`config.mk`:
```
export PLATFORM = sky130hd
export DESIGN_NAME = count_snapshot_fifo
export DESIGN_NICKNAME = d
export VERILOG_FILES = /design/src/rtl/count_snapshot_fifo.sv
export SDC_FILE = /design/constraint.sdc
export NUM_CORES = 1
export LEC_CHECK = 0
export CAP_MARGIN = 15
export CELL_PAD_IN_SITES_DETAIL_PLACEMENT = 0
export CELL_PAD_IN_SITES_GLOBAL_PLACEMENT = 1
export CORE_UTILIZATION = 40
export CTS_BUF_LIST = sky130_fd_sc_hd__clkbuf_8
export DETAILED_ROUTE_END_ITERATION = 7
export PLACE_DENSITY = 0.72
export SETUP_SLACK_MARGIN = 0.4
export SLEW_MARGIN = 10
export SYNTH_ARGS = -nofsm -noshare
export SYNTH_HDL_FRONTEND = slang
export SYNTH_SLANG_ARGS = --single-unit
```
`constraint.sdc`:
```
create_clock -name clk -period 2.68 [get_ports clk]
set_input_delay 0.536 -clock clk [delete_from_list [all_inputs] [get_ports clk]]
set_output_delay 0.536 -clock clk [all_outputs]
set_load 0.01 [all_outputs]
```
`src/rtl/count_snapshot_fifo.sv`:
```
// -----------------------------------------------------------------------------
// count_snapshot_fifo
//
// Samples a free-running count into a small FIFO on each `capture` strobe and
// tags every sample with a flag that records whether the count wrapped
// (all-ones -> zero) since the previous accepted sample. Samples are presented
// to a reader over a valid/ready interface; captures that find the FIFO full
// are dropped and reported through a sticky overflow flag.
//
// Parameters
//   WIDTH  width of the sampled count
//   DEPTH  number of FIFO entries (power of two, >= 2)
//   AW     pointer width, derived from DEPTH
//
// Ports
//   clk        rising-edge clock
//   reset      synchronous, active-low reset
//   count_in   count value being monitored
//   capture    sample request, one sample per high cycle
//   out_data   head-entry count value (registered, holds when FIFO empties)
//   out_wrap   head-entry wrap tag
//   out_valid  FIFO non-empty
//   out_ready  reader accepts the head entry
//   level      current number of entries, 0..DEPTH
//   overflow   sticky: a capture was dropped
//   clear_ovf  clears overflow (a same-cycle drop takes priority)
// -----------------------------------------------------------------------------
module count_snapshot_fifo #(
  parameter int  WIDTH = 8,
  parameter int  DEPTH = 4,
  localparam int AW    = $clog2(DEPTH)
) (
  input  logic             clk,
  input  logic             reset,
  input  logic [WIDTH-1:0] count_in,
  input  logic             capture,
  output logic [WIDTH-1:0] out_data,
  output logic             out_wrap,
  output logic             out_valid,
  input  logic             out_ready,
  output logic [AW:0]      level,
  output logic             overflow,
  input  logic             clear_ovf
);

  localparam logic [AW:0]      FULL_LEVEL = (AW + 1)'(DEPTH);
  localparam logic [WIDTH-1:0] ALL_ONES   = '1;

  typedef struct packed {
    logic             wrap;
    logic [WIDTH-1:0] data;
  } entry_t;

  entry_t           mem [DEPTH];
  logic [AW-1:0]    wr_ptr;
  logic [AW-1:0]    rd_ptr;
  logic [WIDTH-1:0] prev_count;
  logic             wrap_pending;

  logic             wrap_det;
  logic             pop;
  logic             push;
  logic             drop;
  entry_t           push_entry;
  logic [AW-1:0]    rd_ptr_next;
  logic [AW:0]      level_after_pop;
  logic [AW:0]      level_next;
  entry_t           head_next;

  // ---------------------------------------------------------------------------
  // Handshake decode and next-state arithmetic
  // ---------------------------------------------------------------------------
  // NOTE: every signal driven here gets a value on every path through the
  // block; leaving one unassigned on some path would infer a latch.
  always_comb begin
    // A wrap is seen only on the exact all-ones -> zero step; prev_count
    // resets to 0 so the first cycle after reset can never report one.
    wrap_det = (prev_count == ALL_ONES) && (count_in == '0);

    pop  = out_valid && out_ready;
    // A full FIFO still accepts a capture when the head leaves in the same
    // cycle, so a reader keeping up never causes a drop.
    push = capture && ((level != FULL_LEVEL) || pop);
    drop = capture && !push;

    // The tag covers a wrap seen in an earlier cycle (pending) as well as one
    // happening in the capture cycle itself.
    push_entry.wrap = wrap_pending | wrap_det;
    push_entry.data = count_in;

    rd_ptr_next     = pop ? rd_ptr + 1'b1 : rd_ptr;
    level_after_pop = pop ? level - 1'b1 : level;
    level_next      = push ? level_after_pop + 1'b1 : level_after_pop;

    // The head after this edge is the entry being pushed when nothing else
    // remains; otherwise it is already sitting in storage at the new read
    // pointer.
    head_next = (level_after_pop == '0) ? push_entry : mem[rd_ptr_next];
  end

  // ---------------------------------------------------------------------------
  // State registers
  // ---------------------------------------------------------------------------
  // NOTE: sequential state uses non-blocking assignments so every register
  // samples the pre-edge values computed above, independent of statement order.
  always_ff @(posedge clk) begin
    if (!reset) begin
      // NOTE: storage is cleared on reset as well, so a read of any slot is
      // defined from the first cycle; this costs a reset net on each entry.
      for (int i = 0; i < DEPTH; i++) begin
        mem[i] <= '0;
      end
      wr_ptr       <= '0;
      rd_ptr       <= '0;
      level        <= '0;
      out_valid    <= 1'b0;
      out_data     <= '0;
      out_wrap     <= 1'b0;
      overflow     <= 1'b0;
      prev_count   <= '0;
      wrap_pending <= 1'b0;
    end else begin
      prev_count <= count_in;

      if (push) begin
        mem[wr_ptr] <= push_entry;
        wr_ptr      <= wr_ptr + 1'b1;
      end
      rd_ptr <= rd_ptr_next;
      level  <= level_next;

      // A successful push consumes any pending wrap; a dropped capture leaves
      // it in place for the next accepted sample.
      if (push) begin
        wrap_pending <= 1'b0;
      end else if (wrap_det) begin
        wrap_pending <= 1'b1;
      end

      // Registered head: refreshed whenever something remains, held when the
      // FIFO drains so the reader's last value stays visible.
      out_valid <= (level_next != '0);
      if (level_next != '0) begin
        out_data <= head_next.data;
        out_wrap <= head_next.wrap;
      end

      // A drop in the same cycle as clear_ovf keeps the flag set.
      if (drop) begin
        overflow <= 1'b1;
      end else if (clear_ovf) begin
        overflow <= 1'b0;
      end
    end
  end

endmodule

```
==> results.yml, run 1 <==
run_status:
  status: "finished, final reports clean"
timing:
  post-route-period-util: 0.827
  skew_ps: 11.2
  grt_setup_unrepaired: "true"
  setup_viol: 0
  maxSlewHeadroom: 0.609
  min_period_ps: 2220
  fin_setup_tns_ps: 0
  worst_slew_pin_slew_ps: 580
  slew_violations: 0
  fmax_mhz: 451
  hold_violations: 0
critical_path:
  path_cells: "inv_1 -> ha_1 -> mux2_4 -> inv_1 -> ha_4 -> xor2_1 -> o22ai_1 -> a32oi_2 -> buf_4 -> nor2_4 -> a32o_1"
  r2r_end: "out_data[5]$_SDFFE_PN0P_"
  arrival_ps: 2430
  start_kind: "register"
  r2r-start: "level[0]$_SDFF_PN0_"
  crit_top_cell: "inv_1"
  path_max_fanout: 9
  reg2reg_depth: 11
  cpPeakStageDelay_ps: 380
  crit_path_start: "level[0]$_SDFF_PN0_"
  worstSetupPathType: "register to register"
  slowest_stage: "dfxtp_4"
  required_ps: 2890
  rrSetupSlack_ps: 460
  crit_path_end_kind: "register"
finish:
  nFillCells: 683
  multi_input_area_sq_um: 1320
  area_growth_pct: 28.2
  drive_gt1_frac: 0.229
  diodes: 0
  regArea_sq_um: 1630
  final_cell_area_sq_um: 3840
  final_common_cell: "edfxtp_1"
  final_nets: 340
  final_cell_mix: "edfxtp_1 (36), nor2_1 (29), buf_4 (28)"
drt:
  vias_per_cell: 4.97
  vias: 2124
  routed_wl_um: 6610
  drc: 0
  drt_pre_antenna_iters: 4
  ant_nets: 0
  drtIter0Drc: 150
  avgRoutedWirePerCell_um: 15.5
placed_design:
  hpwl_um: 4950
  port_buffers: 26
  placed_area_sq_um: 3540
  gp_congestion: 0.774
cts:
  insertion_delay_ps: 330
  numCtsBuffers: 9
  cts.path.max_buffers: 2
  hold_buffers: 0
  cts_tree: "built"
  h-tree-depth: 3
  numClockSinks: 63
  root_buffer: "clkbuf_8"
  clk_pin_slew_ps: 70
global_route:
  gr-total-overflow: 0
  gr-usage-all-layers: 0.187
  grt_pass1_vias: 2002
  grt_pass1_wl_um: 10500
  grt_max_degree: 19
  antenna_found_initial: 0
synth:
  avgSynthCellArea_sq_um: 11.2
  synth_top_area_frac: 0.361
  yosysUniqueCellTypes: 40
  synth_nets: 285
  yosys-top-cells-area: "edfxtp_1 (36%), dfxtp_1 (18%), mux2_2 (6.0%), mux2i_1 (4.0%), and2_1 (4.0%)"
  netlist_instances: 268
  synth-simple-area-share: 0.176
  yosys-mux-area-fraction: 0.105
  synth_top_family_by_area: "simple AND/OR/NAND/NOR gates"
  yosysTopAreaCell: "edfxtp_1"
  seq_area_frac_synth: 0.541
  synth_seq_cells: 63
  synth_xor_xnor_area_share: 0.0175
  ys_warn_count: 0
  yosys.area_share.adder: 0.0167
  syn_area_sq_um: 3000
  synth_compound_area_frac: 0.106
floorplanning:
  die_h_um: 88.6
  dieArea_sq_um: 7840
  rows: 31
  core_sq_um: 7250
  io_pins: 27
  start_util: 0.413
  die_w_um: 88.6
worst_hold_path:
  hold_end: "out_data[0]$_SDFFE_PN0P_"
  min_path_cells: 1
  worstHoldStart: "out_data[0]$_SDFFE_PN0P_"
  hold_path.class: "register to register"
power:
  power.density_nw_per_um2: 812
  power.leakage_nw: 1.53
  ir_drop_mv: 0.311
job:
  max_cap_viol_count: 0
## area by class of cell
type / count / share of cell area
clock buffers: 10 / 0.0358
clock inverters: 6 / 0.0264
inverters: 13 / 0.0127
multi-input cells: 181 / 0.342
flip-flops and latches: 63 / 0.423
well taps: 99 / 0.0322
repair buffers: 55 / 0.127
## timing repair
| item | 4_1_cts | 5_1_grt |
|---|---|---|
| buffers inserted | 0 | 1 |
| resized for setup | 9 | 4 |
| endpoints found under the hold margin | 0 | 0 |
| cloned | 1 | 0 |
| endpoints found under the setup margin | 10 | 27 |
| pin swaps | 2 | 2 |
## Yosys cell counts
cell type / n
o22ai_1: 9
o31ai_4: 1
dfxtp_1: 27
and2_1: 19
nand4_1: 3
a21boi_1: 1
a2bb2oi_1: 8
ha_1: 4
nor3_2: 1
mux2_4: 1
nor4_1: 3
nand4b_1: 2
a32o_1: 9
nor3b_2: 1
buf_6: 2
a32oi_2: 1
mux2i_1: 12
nor2_1: 30
nand2b_1: 6
a31oi_1: 1
nand3b_1: 1
a21oi_2: 1
mux2_2: 16
a21oi_1: 1
inv_1: 13
nor3b_1: 3
o32ai_1: 1
edfxtp_1: 36
clkbuf_1: 7
xnor2_1: 2
o21ai_0: 2
nand2_2: 2
xor2_1: 4
nor3_1: 2
nand2_1: 25
nand3_1: 3
buf_2: 3
a21bo_2: 1
nor2b_1: 3
a211oi_1: 1
## per-layer routing
layer  part of all wire  track usage  routed length (um)  vias up
met1               0.49        0.270                3260     1008
met3              0.037       0.0504                 247        2
met2               0.46        0.273                3060       38
met5                  0            0                   0        -
met4             0.0051       0.0528                  34        0
li1                   -            -                   -     1076
## worst max-delay path by stage
stage | cells past startpoint | to | slack (ps)
after floorplan | 10 | out_data[0]$_SDFFE_PN0P_ | 440
after global placement | 9 | out_data[0]$_SDFFE_PN0P_ | -140
after detailed placement | 9 | out_data[5]$_SDFFE_PN0P_ | -210
after CTS | 10 | out_data[5]$_SDFFE_PN0P_ | 400
after global routing | 11 | out_data[5]$_SDFFE_PN0P_ | 330
final | 11 | out_data[5]$_SDFFE_PN0P_ | 460
## through the flow
stage / instances / util / worst slack, ps / power, mW / hold WS, ps
final: 427 / 0.530 / 465 / 3.12 / 483
after global routing: 427 / 0.530 / 334 / 3.28 / 502
after CTS: 426 / 0.525 / 402 / 3.12 / 493
after detailed placement: 409 / 0.489 / -207 / 2.11 / 476
after global placement: 409 / 0.489 / -139 / 2.10 / 471
after floorplan: 268 / - / 438 / 1.74 / 511
## kinds of logic (layout without fill, tap and decap cells)
| group | Yosys count | in the layout |
|---|---|---|
| buffers and inverters | 25 | 84 |
| adder cells (fa/ha/maj) | 4 | 4 |
| XOR/XNOR | 6 | 6 |
| flip-flops | 63 | 63 |
| AND/OR/NAND/NOR | 104 | 105 |
| AO/OA/AOI/OAI | 37 | 37 |
| multiplexers | 29 | 29 |
## critical path: cells and delay by family (launching register included)
family	cells	cell delay, ps
compound gates	3	500
xor+xnor	1	170
fa+ha+maj	2	420
buf+inv	3	300
flops	1	380
mux	1	270
simple gates	1	60
## flip-flops by register name, indices dropped and copies added, names as in the netlist
signal	flops
level	3
mem	36
out_data	8
out_valid	1
out_wrap	1
overflow	1
prev_count	8
rd_ptr	2
wr_ptr	2
wrap_pending	1
## power by group
group | internal [mW] | leakage, nW | switching, mW
Combinational | 0.481 | 0.801 | 0.416
Clock | 0.634 | 0.127 | 0.344
Sequential | 1.15 | 0.598 | 0.0936
Note: power is estimated with default switching activity, not from simulation.
==> run 2: changes to the inputs <==
clock period = 2.3 ns   (was 2.68 ns; I/O delays follow)
==> results.yml, run 2 (synthesis gave the netlist of run 1 again) <==
critical_path:
  path_cells: "inv_2 -> ha_4 -> mux2_4 -> inv_4 -> ha_4 -> xor2_1 -> o22ai_1 -> a32oi_2 -> and2_4 -> a32o_1"
  crit_path_end_kind: "register"
  cpPeakStageDelay_ps: 370
  arrival_ps: 2360
  crit_top_cell: "ha_4"
  worstSetupPathType: "register to register"
  path_max_fanout: 5
  start_kind: "register"
  slowest_stage: "dfxtp_4"
  cp_num_buf_inv: 2
  critPathTopFamily: "compound AO/OA/AOI/OAI gates"
  required_ps: 2580
cts:
  root_buffer: "clkbuf_8"
  clk_pin_slew_ps: 70
  numClockSinks: 63
  numCtsBuffers: 9
  hold_buffers: 0
  cts.path.max_buffers: 2
  cts_tree: "built"
  h-tree-depth: 3
  insertion_delay_ps: 330
drt:
  vias: 2267
  avgRoutedWirePerCell_um: 16.2
  drt_pre_antenna_iters: 4
  drc: 0
  routed_wl_um: 7190
  vias_per_cell: 5.09
  drtIter0Drc: 116
  ant_nets: 0
timing:
  hold_violations: 0
  min_period_ps: 2090
  post-route-period-util: 0.907
  fmax_mhz: 479
  worst_slew_pin_slew_ps: 489
  skew_ps: 5.11
  maxSlewHeadroom: 0.673
  fin_setup_tns_ps: 0
  hold_slack_ps: 485
  slew_violations: 0
  setup_viol: 0
  grt_setup_unrepaired: "true"
finish:
  final_cell_mix: "buf_4 (37), edfxtp_1 (36), nor2_1 (25), clkdlybuf4s50_1 (25)"
  biggestRegsByFlops: "mem (36), out_data (8), prev_count (8)"
  area_growth_pct: 35.3
  nFillCells: 635
  final_cell_area_sq_um: 4060
  drive_gt1_frac: 0.329
  final_nets: 358
  final_common_cell: "buf_4"
  regMostFlops: "mem"
  diodes: 0
  multi_input_area_sq_um: 1440
  regArea_sq_um: 1630
  layoutNonFillerInstCount: 445
  largest_reg_flops: 36
power:
  p_total_mw: 3.43
  power.leakage_nw: 1.60
  power.density_nw_per_um2: 845
  ir_drop_mv: 0.473
job:
  max_cap_viol_count: 0
worst_hold_path:
  hold_path.class: "register to register"
placed_design:
  gp_congestion: 0.814
  place_inst: 417
  hpwl_um: 5130
  port_buffers: 26
  placed_area_sq_um: 3690
floorplanning:
  io_pins: 27
  rows: 31
  dieArea_sq_um: 7840
  die_h_um: 88.6
  start_util: 0.413
  core_sq_um: 7250
  die_w_um: 88.6
run_status:
  status: "finished, final reports clean"
global_route:
  antenna_found_initial: 0
  gr-total-overflow: 0
  gr-usage-all-layers: 0.193
  grt_max_degree: 18
  grt_pass1_wl_um: 11100
  grt_pass1_vias: 2103
run 2: changes by cell type in the layout (fill, tap and decap cells not counted), moves of 3 or more:
cell	before	now
nor2_1	29	25
and2_1	18	14
inv_1	15	11
and2_4	2	6
nor2_2	0	3
buf_6	0	4
buf_4	28	37
bufinv_16	3	0
run 2: area by class of cell:
cell class / instances / area share
clock buffer: 9 / 0.0305
clock inverter: 7 / 0.0102
inverter: 13 / 0.0127
multi-input combinational: 182 / 0.354
sequential: 63 / 0.401
tap: 99 / 0.0305
timing repair buffer: 72 / 0.161
run 2: worst paths after layout:
kind / cells after the start / slack, ps / to / from
setup reg to reg: 10 / 210 / out_data[3]$_SDFFE_PN0P_ / level[0]$_SDFF_PN0_
hold reg to reg: 1 / 490 / out_data[0]$_SDFFE_PN0P_ / out_data[0]$_SDFFE_PN0P_
hold / removal: 1 / 490 / out_data[0]$_SDFFE_PN0P_ / out_data[0]$_SDFFE_PN0P_
setup / recovery: 10 / 210 / out_data[3]$_SDFFE_PN0P_ / level[0]$_SDFF_PN0_
run 2: report_power, final:
part / switching (mW) / total, mW / internal (mW)
combinational: 0.537 / 1.17 / 0.632
sequential: 0.106 / 1.45 / 1.34
clock: 0.432 / 0.812 / 0.380
total: 1.07 / 3.43 / 2.35
run 2: per-stage QoR:
step	setup slack, ps	util
2_1_floorplan	254	-
3_3_place_gp	-334	0.509
3_5_place_dp	-404	0.509
4_1_cts	198	0.542
5_1_grt	94.3	0.559
6_report	213	0.559
run 2: routing by layer:
| layer | vias up | global-route usage | share of wire |
|---|---|---|---|
| met5 | - | 0 | 0 |
| met4 | 0 | 0.0660 | 0.0070 |
| met3 | 5 | 0.0392 | 0.038 |
| met2 | 43 | 0.290 | 0.47 |
| met1 | 1103 | 0.275 | 0.49 |
| li1 | 1116 | - | - |
run 2: repair_timing:
action | CTS | global route
cloned | 2 | 2
buffers inserted | 3 | 5
pin swaps | 14 | 8
setup endpoints to repair | 67 | 42
resized for setup | 12 | 16
